### config.mk
export PLATFORM = sky130hd
export DESIGN_NAME = signed_extrema_tracker_flat
export DESIGN_NICKNAME = d
export VERILOG_FILES = /design/src/rtl/signed_extrema_tracker_pkg.sv /design/src/rtl/signed_extrema_tracker_if.sv /design/src/rtl/signed_extrema_tracker_cmp.sv /design/src/rtl/signed_extrema_tracker.sv /design/src/flat_wrapper.sv
export SDC_FILE = /design/constraint.sdc
export NUM_CORES = 1
export LEC_CHECK = 0
export ABC_AREA = 0
export BUFFER_PORTS_ARGS = -buffer_cell sky130_fd_sc_hd__clkbuf_2
export CAP_MARGIN = 25
export CORE_MARGIN = 3
export CORE_UTILIZATION = 38
export DETAILED_ROUTE_END_ITERATION = 16
export PLACE_DENSITY = 0.66
export SYNTH_ARGS = -nofsm -noshare
export SYNTH_HDL_FRONTEND = slang
export SYNTH_SLANG_ARGS = --single-unit
export TNS_END_PERCENT = 30
### constraint.sdc
create_clock -name CLK -period 4.8 [get_ports CLK]
set_input_delay 1.44 -clock CLK [delete_from_list [all_inputs] [get_ports CLK]]
set_output_delay 1.44 -clock CLK [all_outputs]
set_load 0.05 [all_outputs]
### src/rtl/signed_extrema_tracker_pkg.sv
// Shared definitions for signed_extrema_tracker: FSM state encoding and the
// window count width helper used by the interface and the top.
package signed_extrema_tracker_pkg;

    typedef enum logic [1:0] {
        FIRST = 2'd0,
        ACCUM = 2'd1,
        DONE  = 2'd2
    } state_e;

    localparam logic [1:0] ST_FIRST = FIRST;
    localparam logic [1:0] ST_ACCUM = ACCUM;
    localparam logic [1:0] ST_DONE  = DONE;

    // Bits needed to hold window positions 0..window-1 (at least one bit).
    function automatic int cnt_width(input int window);
        int w;
        int v;
        w = 0;
        v = window - 1;
        while (v > 0) begin
            w = w + 1;
            v = v >> 1;
        end
        return (w < 1) ? 1 : w;
    endfunction

endpackage

### src/rtl/signed_extrema_tracker_if.sv
// Sample/result handshake bundle for signed_extrema_tracker.
// The MIN_IDX/MAX_IDX signals exist only when SIGNED_EXTREMA_INDEX_EN is defined.
interface signed_extrema_tracker_if #(
    parameter int WIDTH  = 4,
    parameter int WINDOW = 8
);
    import signed_extrema_tracker_pkg::*;

    logic [WIDTH-1:0] I;
    logic             IN_VALID;
    logic             IN_READY;
    logic [WIDTH-1:0] MIN;
    logic [WIDTH-1:0] MAX;
    logic             OUT_VALID;
    logic             OUT_READY;
`ifdef SIGNED_EXTREMA_INDEX_EN
    localparam int CW = cnt_width(WINDOW);
    logic [CW-1:0]    MIN_IDX;
    logic [CW-1:0]    MAX_IDX;
`endif

    modport master (
        output I,
        output IN_VALID,
        input  IN_READY,
        input  MIN,
        input  MAX,
        input  OUT_VALID,
        output OUT_READY
`ifdef SIGNED_EXTREMA_INDEX_EN
        ,
        input  MIN_IDX,
        input  MAX_IDX
`endif
    );

    modport slave (
        input  I,
        input  IN_VALID,
        output IN_READY,
        output MIN,
        output MAX,
        output OUT_VALID,
        input  OUT_READY
`ifdef SIGNED_EXTREMA_INDEX_EN
        ,
        output MIN_IDX,
        output MAX_IDX
`endif
    );

endinterface

### src/rtl/signed_extrema_tracker_cmp.sv
// Signed less-than: LT = msb(A - B) XOR overflow, valid across the full
// two's-complement range including the most-negative versus most-positive pair.
module signed_slt_cmp #(
    parameter int WIDTH = 4
) (
    input  logic [WIDTH-1:0] A,
    input  logic [WIDTH-1:0] B,
    output logic             LT
);

    logic [WIDTH-1:0] b_inv;
    logic [WIDTH-1:0] carry;
    logic             d_msb;
    logic             ovf;

    assign b_inv    = ~B;
    assign carry[0] = 1'b1;

    // Only the difference sign is needed, so the A + ~B + 1 chain is built from
    // carries alone and the sign bit is formed from the last carry.
    for (genvar gi = 0; gi < WIDTH - 1; gi++) begin : g_carry
        assign carry[gi+1] = (A[gi] & b_inv[gi]) | ((A[gi] ^ b_inv[gi]) & carry[gi]);
    end

    assign d_msb = A[WIDTH-1] ^ b_inv[WIDTH-1] ^ carry[WIDTH-1];
    assign ovf   = (A[WIDTH-1] != B[WIDTH-1]) && (d_msb != A[WIDTH-1]);
    assign LT    = d_msb ^ ovf;

endmodule

### src/rtl/signed_extrema_tracker.sv
// Windowed signed min/max tracker over a valid/ready stream.
// Optional MIN_IDX/MAX_IDX outputs are enabled by defining SIGNED_EXTREMA_INDEX_EN.
module signed_extrema_tracker
    import signed_extrema_tracker_pkg::*;
#(
    parameter int WIDTH  = 4,
    parameter int WINDOW = 8
) (
    input  logic                    CLK,
    input  logic                    RESETN,
    signed_extrema_tracker_if.slave bus
);

    localparam int CW = cnt_width(WINDOW);
    localparam logic [CW-1:0] CNT_LAST = CW'(WINDOW - 1);
    localparam logic [CW-1:0] CNT_ONE  = CW'(1);

    logic [1:0]       state_reg, state_next;
    logic [CW-1:0]    cnt_reg, cnt_next;
    logic [WIDTH-1:0] min_reg, min_next;
    logic [WIDTH-1:0] max_reg, max_next;
    logic             out_valid_reg, out_valid_next;

    logic             in_ready;
    logic             accept;
    logic             xfer;
    logic             lt_min;
    logic             lt_max;

    // Comparator 0 asks "I < MIN", comparator 1 asks "MAX < I".
    logic [WIDTH-1:0] cmp_a [2];
    logic [WIDTH-1:0] cmp_b [2];
    logic [1:0]       cmp_lt;

    assign cmp_a[0] = bus.I;
    assign cmp_b[0] = min_reg;
    assign cmp_a[1] = max_reg;
    assign cmp_b[1] = bus.I;

    for (genvar gi = 0; gi < 2; gi++) begin : g_cmp
        signed_slt_cmp #(.WIDTH(WIDTH)) u_cmp (
            .A  (cmp_a[gi]),
            .B  (cmp_b[gi]),
            .LT (cmp_lt[gi])
        );
    end

    assign lt_min = cmp_lt[0];
    assign lt_max = cmp_lt[1];

    // IN_READY is a pure decode of the state register.
    assign in_ready = (state_reg != ST_DONE);
    assign accept   = bus.IN_VALID && in_ready;
    assign xfer     = out_valid_reg && bus.OUT_READY;

    always_comb begin
        state_next     = state_reg;
        cnt_next       = cnt_reg;
        min_next       = min_reg;
        max_next       = max_reg;
        out_valid_next = out_valid_reg;
        case (state_reg)
            ST_FIRST: begin
                if (accept) begin
                    min_next   = bus.I;
                    max_next   = bus.I;
                    cnt_next   = CNT_ONE;
                    state_next = ST_ACCUM;
                end
            end
            ST_ACCUM: begin
                if (accept) begin
                    if (lt_min) begin
                        min_next = bus.I;
                    end
                    if (lt_max) begin
                        max_next = bus.I;
                    end
                    // The count may wrap on the final sample; it is unused in DONE.
                    cnt_next = cnt_reg + CNT_ONE;
                    if (cnt_reg == CNT_LAST) begin
                        state_next     = ST_DONE;
                        out_valid_next = 1'b1;
                    end
                end
            end
            ST_DONE: begin
                if (xfer) begin
                    state_next     = ST_FIRST;
                    out_valid_next = 1'b0;
                    cnt_next       = '0;
                end
            end
            default: begin
                state_next     = ST_FIRST;
                out_valid_next = 1'b0;
                cnt_next       = '0;
            end
        endcase
    end

    always_ff @(posedge CLK or negedge RESETN) begin
        if (!RESETN) begin
            state_reg     <= ST_FIRST;
            cnt_reg       <= '0;
            min_reg       <= '0;
            max_reg       <= '0;
            out_valid_reg <= 1'b0;
        end else begin
            state_reg     <= state_next;
            cnt_reg       <= cnt_next;
            min_reg       <= min_next;
            max_reg       <= max_next;
            out_valid_reg <= out_valid_next;
        end
    end

    assign bus.IN_READY  = in_ready;
    assign bus.MIN       = min_reg;
    assign bus.MAX       = max_reg;
    assign bus.OUT_VALID = out_valid_reg;

`ifdef SIGNED_EXTREMA_INDEX_EN
    logic [CW-1:0] min_idx_reg, min_idx_next;
    logic [CW-1:0] max_idx_reg, max_idx_next;

    // Each index records the window position of the sample that last set it.
    always_comb begin
        min_idx_next = min_idx_reg;
        max_idx_next = max_idx_reg;
        if (accept && (state_reg == ST_FIRST)) begin
            min_idx_next = '0;
            max_idx_next = '0;
        end else if (accept && (state_reg == ST_ACCUM)) begin
            if (lt_min) begin
                min_idx_next = cnt_reg;
            end
            if (lt_max) begin
                max_idx_next = cnt_reg;
            end
        end
    end

    always_ff @(posedge CLK or negedge RESETN) begin
        if (!RESETN) begin
            min_idx_reg <= '0;
            max_idx_reg <= '0;
        end else begin
            min_idx_reg <= min_idx_next;
            max_idx_reg <= max_idx_next;
        end
    end

    assign bus.MIN_IDX = min_idx_reg;
    assign bus.MAX_IDX = max_idx_reg;
`endif

endmodule

### src/flat_wrapper.sv
// flat-port wrapper written by rule: the top's interface ports become plain ports
module signed_extrema_tracker_flat import signed_extrema_tracker_pkg::*;
#(
    parameter int WIDTH  = 4,
    parameter int WINDOW = 8
)
  (CLK, RESETN, bus_I, bus_IN_VALID, bus_IN_READY, bus_MIN, bus_MAX, bus_OUT_VALID, bus_OUT_READY);
  signed_extrema_tracker_if #(.WIDTH(WIDTH), .WINDOW(WINDOW)) bus_i ();
  input  logic CLK;
  input  logic RESETN;
  input wire logic [$bits(bus_i.I)-1:0] bus_I;
  input wire logic [$bits(bus_i.IN_VALID)-1:0] bus_IN_VALID;
  output wire logic [$bits(bus_i.IN_READY)-1:0] bus_IN_READY;
  output wire logic [$bits(bus_i.MIN)-1:0] bus_MIN;
  output wire logic [$bits(bus_i.MAX)-1:0] bus_MAX;
  output wire logic [$bits(bus_i.OUT_VALID)-1:0] bus_OUT_VALID;
  input wire logic [$bits(bus_i.OUT_READY)-1:0] bus_OUT_READY;
  assign bus_i.I = bus_I;
  assign bus_i.IN_VALID = bus_IN_VALID;
  assign bus_IN_READY = bus_i.IN_READY;
  assign bus_MIN = bus_i.MIN;
  assign bus_MAX = bus_i.MAX;
  assign bus_OUT_VALID = bus_i.OUT_VALID;
  assign bus_i.OUT_READY = bus_OUT_READY;
  signed_extrema_tracker #(.WIDTH(WIDTH), .WINDOW(WINDOW)) u_core (.CLK(CLK), .RESETN(RESETN), .bus(bus_i));
endmodule
Yosys cells after proc, flatten, opt, wreduce, memory -nomap -nowiden

Cells that the tools add are included.
Widths: inputs -> output; s select.

Add/sub/neg operators: 1
Equality and inequality tests: 14
Mux-type cells: 20
Bitwise logic cells: 31
Reduce and logical (&&, ||, !) cells: 11

Operators with widths:

| operator            | count |
|---|---|
| $mux 4              | 5 |
| $pmux 4 s2          | 2 |
| $reduce_and 4->1    | 4 |
| $xor 1x1->1         | 12 |
| $and 1x1->1         | 10 |
| $mux 3              | 3 |
| $pmux 3 s3          | 1 |
| $mux 2              | 4 |
| $ne 2x1->1 const B  | 4 |
| $not 4->4           | 2 |
| $ne 2x2->1 const B  | 3 |
| $or 1x1->1          | 6 |
| $pmux 2 s3          | 1 |
| $logic_and 1x1->1   | 4 |
| $ne 1x1->1          | 4 |
| $add 3x1->3 const B | 1 |
| $eq 3x3->1 const B  | 1 |
| $mux 1              | 3 |
| $pmux 1 s3          | 1 |
| $reduce_and 3->1    | 1 |
| $eq 2x1->1 const B  | 1 |
| $eq 2x2->1 const B  | 1 |
| $logic_not 2->1     | 1 |
| $reduce_bool 2->1   | 1 |
| $not 1->1           | 1 |

Bits in registers: 14

Depth between registers and ports, before layout

Depth in word-level cells: 14
Gate-level depth with buffers: 7
Depth with buffers taken out: 7

Hierarchy

From an unflattened synthesis, not the netlist that was laid out.

Cells, all modules: 66
Area total of the unflattened synthesis: 788.3 um^2

Modules (own cells, without submodules):

| module                 | instances | cells each | area an instance (um^2) |
|---|---|---|---|
| signed_extrema_tracker | 1         | 48         | 635.6 |
| signed_slt_cmp         | 2         | 9          | 76.3 |

Worst setup path after synthesis

No wires, ideal clock.

Path kind: input to register
From: input bus_I[1]
To: register u_core.max_reg[0] (netlist: u_core.bus.MAX[0])
Setup time: 0.125 ns
Arrival: 2.804 ns
Required time: 4.675 ns
Setup slack: 1.871 ns
Stages: 7
Cells stage by stage: inv_1 -> ha_1 -> a21o_1 -> a21oi_1 -> fa_1 -> o21ai_4 -> mux2_4

Cells in the longest elaborated chain, start to end: 12

Ends and longest elaborated chain:

| item                                | line                             | source |
|---|---|---|
| from (decl)                         | flat_wrapper.sv:11               | `input wire logic [$bits(bus_i.I)-1:0] bus_I;` |
| $not 4->4 *                         | signed_extrema_tracker_cmp.sv:16 | `assign b_inv = ~B;` |
| $xor 1x1->1                         | signed_extrema_tracker_cmp.sv:22 | `assign carry[gi+1] = (A[gi] & b_inv[gi]) \| ((A[gi] ^ b_inv[gi]) & carry[gi]);` |
| $and 1x1->1                         | signed_extrema_tracker_cmp.sv:22 |  |
| $or 1x1->1 *                        | signed_extrema_tracker_cmp.sv:22 |  |
| $and 1x1->1 *                       | signed_extrema_tracker_cmp.sv:22 |  |
| $or 1x1->1 *                        | signed_extrema_tracker_cmp.sv:22 |  |
| $xor 1x1->1 *                       | signed_extrema_tracker_cmp.sv:25 | `assign d_msb = A[WIDTH-1] ^ b_inv[WIDTH-1] ^ carry[WIDTH-1];` |
| $ne 1x1->1                          | signed_extrema_tracker_cmp.sv:26 | `assign ovf = (A[WIDTH-1] != B[WIDTH-1]) && (d_msb != A[WIDTH-1]);` |
| $logic_and 1x1->1                   | signed_extrema_tracker_cmp.sv:26 |  |
| $xor 1x1->1 *                       | signed_extrema_tracker_cmp.sv:27 | `assign LT = d_msb ^ ovf;` |
| $ne 2x2->1 (no source line) *       | --                               |  |
| $reduce_and 4->1 (no source line) * | --                               |  |
| to (signal assigned)                | signed_extrema_tracker.sv:113    | `max_reg <= max_next;` |
| to (decl)                           | signed_extrema_tracker.sv:21     | `logic [WIDTH-1:0] max_reg, max_next;` |

Mark *: on every way between the ends. The rest lies on a longest branch, timed or not.
A chain may end at the register's enable or synchronous reset.

Final worst setup path

From: input bus_I[1]
To: register u_core.max_reg[1] (netlist: u_core.bus.MAX[1])

Cells in the longest elaborated chain, start to end: 12

Ends and longest elaborated chain:

| item                              | line |
|---|---|
| $not 4->4                         | signed_extrema_tracker_cmp.sv:16 |
| $xor 1x1->1                       | signed_extrema_tracker_cmp.sv:22 |
| $and 1x1->1                       | signed_extrema_tracker_cmp.sv:22 |
| $or 1x1->1                        | signed_extrema_tracker_cmp.sv:22 |
| $and 1x1->1                       | signed_extrema_tracker_cmp.sv:22 |
| $or 1x1->1                        | signed_extrema_tracker_cmp.sv:22 |
| $xor 1x1->1                       | signed_extrema_tracker_cmp.sv:25 |
| $ne 1x1->1                        | signed_extrema_tracker_cmp.sv:26 |
| $logic_and 1x1->1                 | signed_extrema_tracker_cmp.sv:26 |
| $xor 1x1->1                       | signed_extrema_tracker_cmp.sv:27 |
| $ne 2x2->1 (no source line)       | -- |
| $reduce_and 4->1 (no source line) | -- |

Parallel ways exist; a longest one is shown, timed or not. The select of a mux whose other input is x is not followed.

==> metrics.cfg <==
[pwr]
p_leak_nw=0.504
p_switching_mw=0.338
pwr-share-seq=0.323
p_sw_frac=0.486
peakVddDrop_v=0.000279
clock_power_share=0.123
p_int_mw=0.358
power.density_nw_per_um2=730
combPwrFrac=0.554

[sta]
tightestPinTransition_ns=0.346
post-route-period-util=0.591
finalSetupViolCount=0
period_minus_slack_ns=2.84
slew_violations=0
fin_skew_ns=0.00199
rsz0062_at_grt=no
fin_setup_tns_ns=0
slew-limit-headroom=0.769
fmax_ghz=0.352
finalHoldViolations=0

[grt]
grt_use_total=0.127
antenna_found_initial=0
grt_pass1_wl_um=2480
overflow=0
grt_pass1_vias=560
grt_max_degree=15

[run]
maxCapViolCount=0

[finish]
drive_above_1_share=0.376
final_area_sq_um=953
areaGrowthSynthToFinish_pct=17.1
antenna_cells=0
fin_cells=112
fin_nets=102

[placed_design]
dp_cells=108
hpwl_um=1120
post_dp_cell_area_sq_um=917
portBuffers=17
place_congestion=0.726

[synth]
ys.flop_type=dfrtp_1
synth_cells=66
synth_top_area_share=0.430
ys_seq_area_frac=0.430
async_flop_share=1.00
synth_nets=82
ys.warnings.count=0
yosysUniqueCellTypes=24
synth-seq-cells=14
avgSynthCellArea_sq_um=12.3
synth_most_common_cell=dfrtp_1
synth-edff-count=0
syn_area_sq_um=815
synthTopCellsByArea=dfrtp_1 (43%), ha_1 (9.2%), mux2_4 (9.2%)
synthTopCellsByCount=dfrtp_1 (14), ha_1 (6), inv_1 (6)
yosys.area.top_type=dfrtp_1

[clocking]
numCtsBuffers=3
ctsHoldBuffers=0
clk_pin_slew_ns=0.08
cts_sinks=14
cts_root_buf=clkbuf_4
ctsResizeCount=0
clk_latency_ns=0.28
cts_buffer_depth=2
htree_levels=1
cts_setup_buffers=0
cts_tree=built

[critical_path]
endpoint_kind=flop
cp.arrival_ns=3.01
cp.required_ns=4.97
crit_path_start_kind=primary input
crit_type=primary input to flop
path_max_fanout=4

[floorplanning]
num_rows=16
start_util=0.407
pin_count=18
die_y_um=52.3
core_sq_um=2000
die_w_um=52.3
dieArea_sq_um=2730

[outcome]
outcome=complete, no violations

[min_path]
worst_hold_path_type=flop to flop

[drt]
drtIter0Drc=6
drc=0
routed_wl_um=1430
via_per_inst=4.88
final_antenna_net_count=0
vias=547
wire_per_inst_um=12.8
drtPass1Iterations=3

[per-stage QoR]
stage / total power [mW] / setup WS (ns) / util / hold slack [ns]
global route: 0.748 / 1.90 / 0.476 / 0.544
detailed placement: 0.617 / 1.64 / 0.458 / 0.510
CTS: 0.707 / 1.95 / 0.476 / 0.532
global placement: 0.602 / 1.71 / 0.458 / 0.493
floorplan: 0.533 / 1.87 / - / 0.475
finish: 0.696 / 1.96 / 0.476 / 0.530
[routing by layer]
metal / wire [um] / global-route usage / vias to the layer above
met1: 629 / 0.153 / 268
met2: 729 / 0.207 / 11
met3: 55 / 0.0427 / 3
li1: - / - / 265
met5: 0 / 0 / -
met4: 19 / 0.0511 / 0
[power by group through the flow]
stage,sequential (mW),combinational [mW],clock (mW)
final,0.225,0.386,0.0859
after global routing,0.234,0.419,0.0954
after CTS,0.225,0.392,0.0895
after detailed placement,0.226,0.391,0
after global placement,0.223,0.379,0
after floorplan,0.349,0.184,0
[kinds of logic after synthesis]
kind of cell / count (synthesis) / share of synthesized area
compound gates: 15 / 0.151
buf+inv: 9 / 0.0522
flops: 14 / 0.430
mux: 8 / 0.129
fa+ha+maj: 8 / 0.141
simple gates: 12 / 0.0968
[layout by cell type, fill, tap and decap left out]
cell	synthesis	routed
clkbuf_2	0	17
dfrtp_1	14	14
inv_1	6	6
ha_1	6	6
mux2_4	5	5
nand2b_1	4	4
a31oi_1	3	3
mux2i_1	3	3
clkbuf_4	0	3
a21o_1	2	2
a21oi_1	2	2
and2b_1	2	2
o2bb2ai_1	2	2
o21ai_4	2	2
o21ai_0	2	2
nand2_1	2	2
fa_1	2	2
a21oi_2	1	1
inv_2	1	1
nor2b_4	1	1
nand3_1	1	1
nor2_1	1	1
nand4b_1	1	1
o22a_2	1	1
clkbuf_8	0	1
[final cells by class]
| cell class | count | area, sq um |
|---|---|---|
| clock buffer | 4 | 36.3 |
| sequential | 14 | 350 |
| inverter | 7 | 26.3 |
| fill | 196 | 1050 |
| timing repair buffer | 17 | 85.1 |
| tap | 27 | 33.8 |
| multi-input combinational | 43 | 422 |
[worst max-delay path: stages]
cell	delay (ns)
clkbuf_2	0.10
inv_1	0.05
ha_1	0.26
a21o_1	0.10
a21oi_1	0.07
fa_1	0.41
o21ai_4	0.24
mux2_4	0.33
[worst paths after layout]
| check | end | cells past startpoint | slack [ns] | start |
|---|---|---|---|---|
| min in group asynchronous | u_core.bus.MAX[0]$_DFFE_PN0P_ | 1 | 1.04 | RESETN |
| worst max-delay path | u_core.bus.MAX[1]$_DFFE_PN0P_ | 8 | 1.96 | bus_I[1] |
| worst min register to register | u_core.cnt_reg[1]$_DFFE_PN0P_ | 1 | 0.53 | u_core.cnt_reg[1]$_DFFE_PN0P_ |
| worst max register to register | u_core.bus.MAX[1]$_DFFE_PN0P_ | 6 | 2.83 | u_core.bus.MAX[1]$_DFFE_PN0P_ |
| max in group asynchronous | u_core.bus.MAX[2]$_DFFE_PN0P_ | 1 | 3.51 | RESETN |
| worst min-delay path | u_core.cnt_reg[1]$_DFFE_PN0P_ | 1 | 0.53 | u_core.cnt_reg[1]$_DFFE_PN0P_ |
Note: power is estimated with default switching activity, not from simulation.
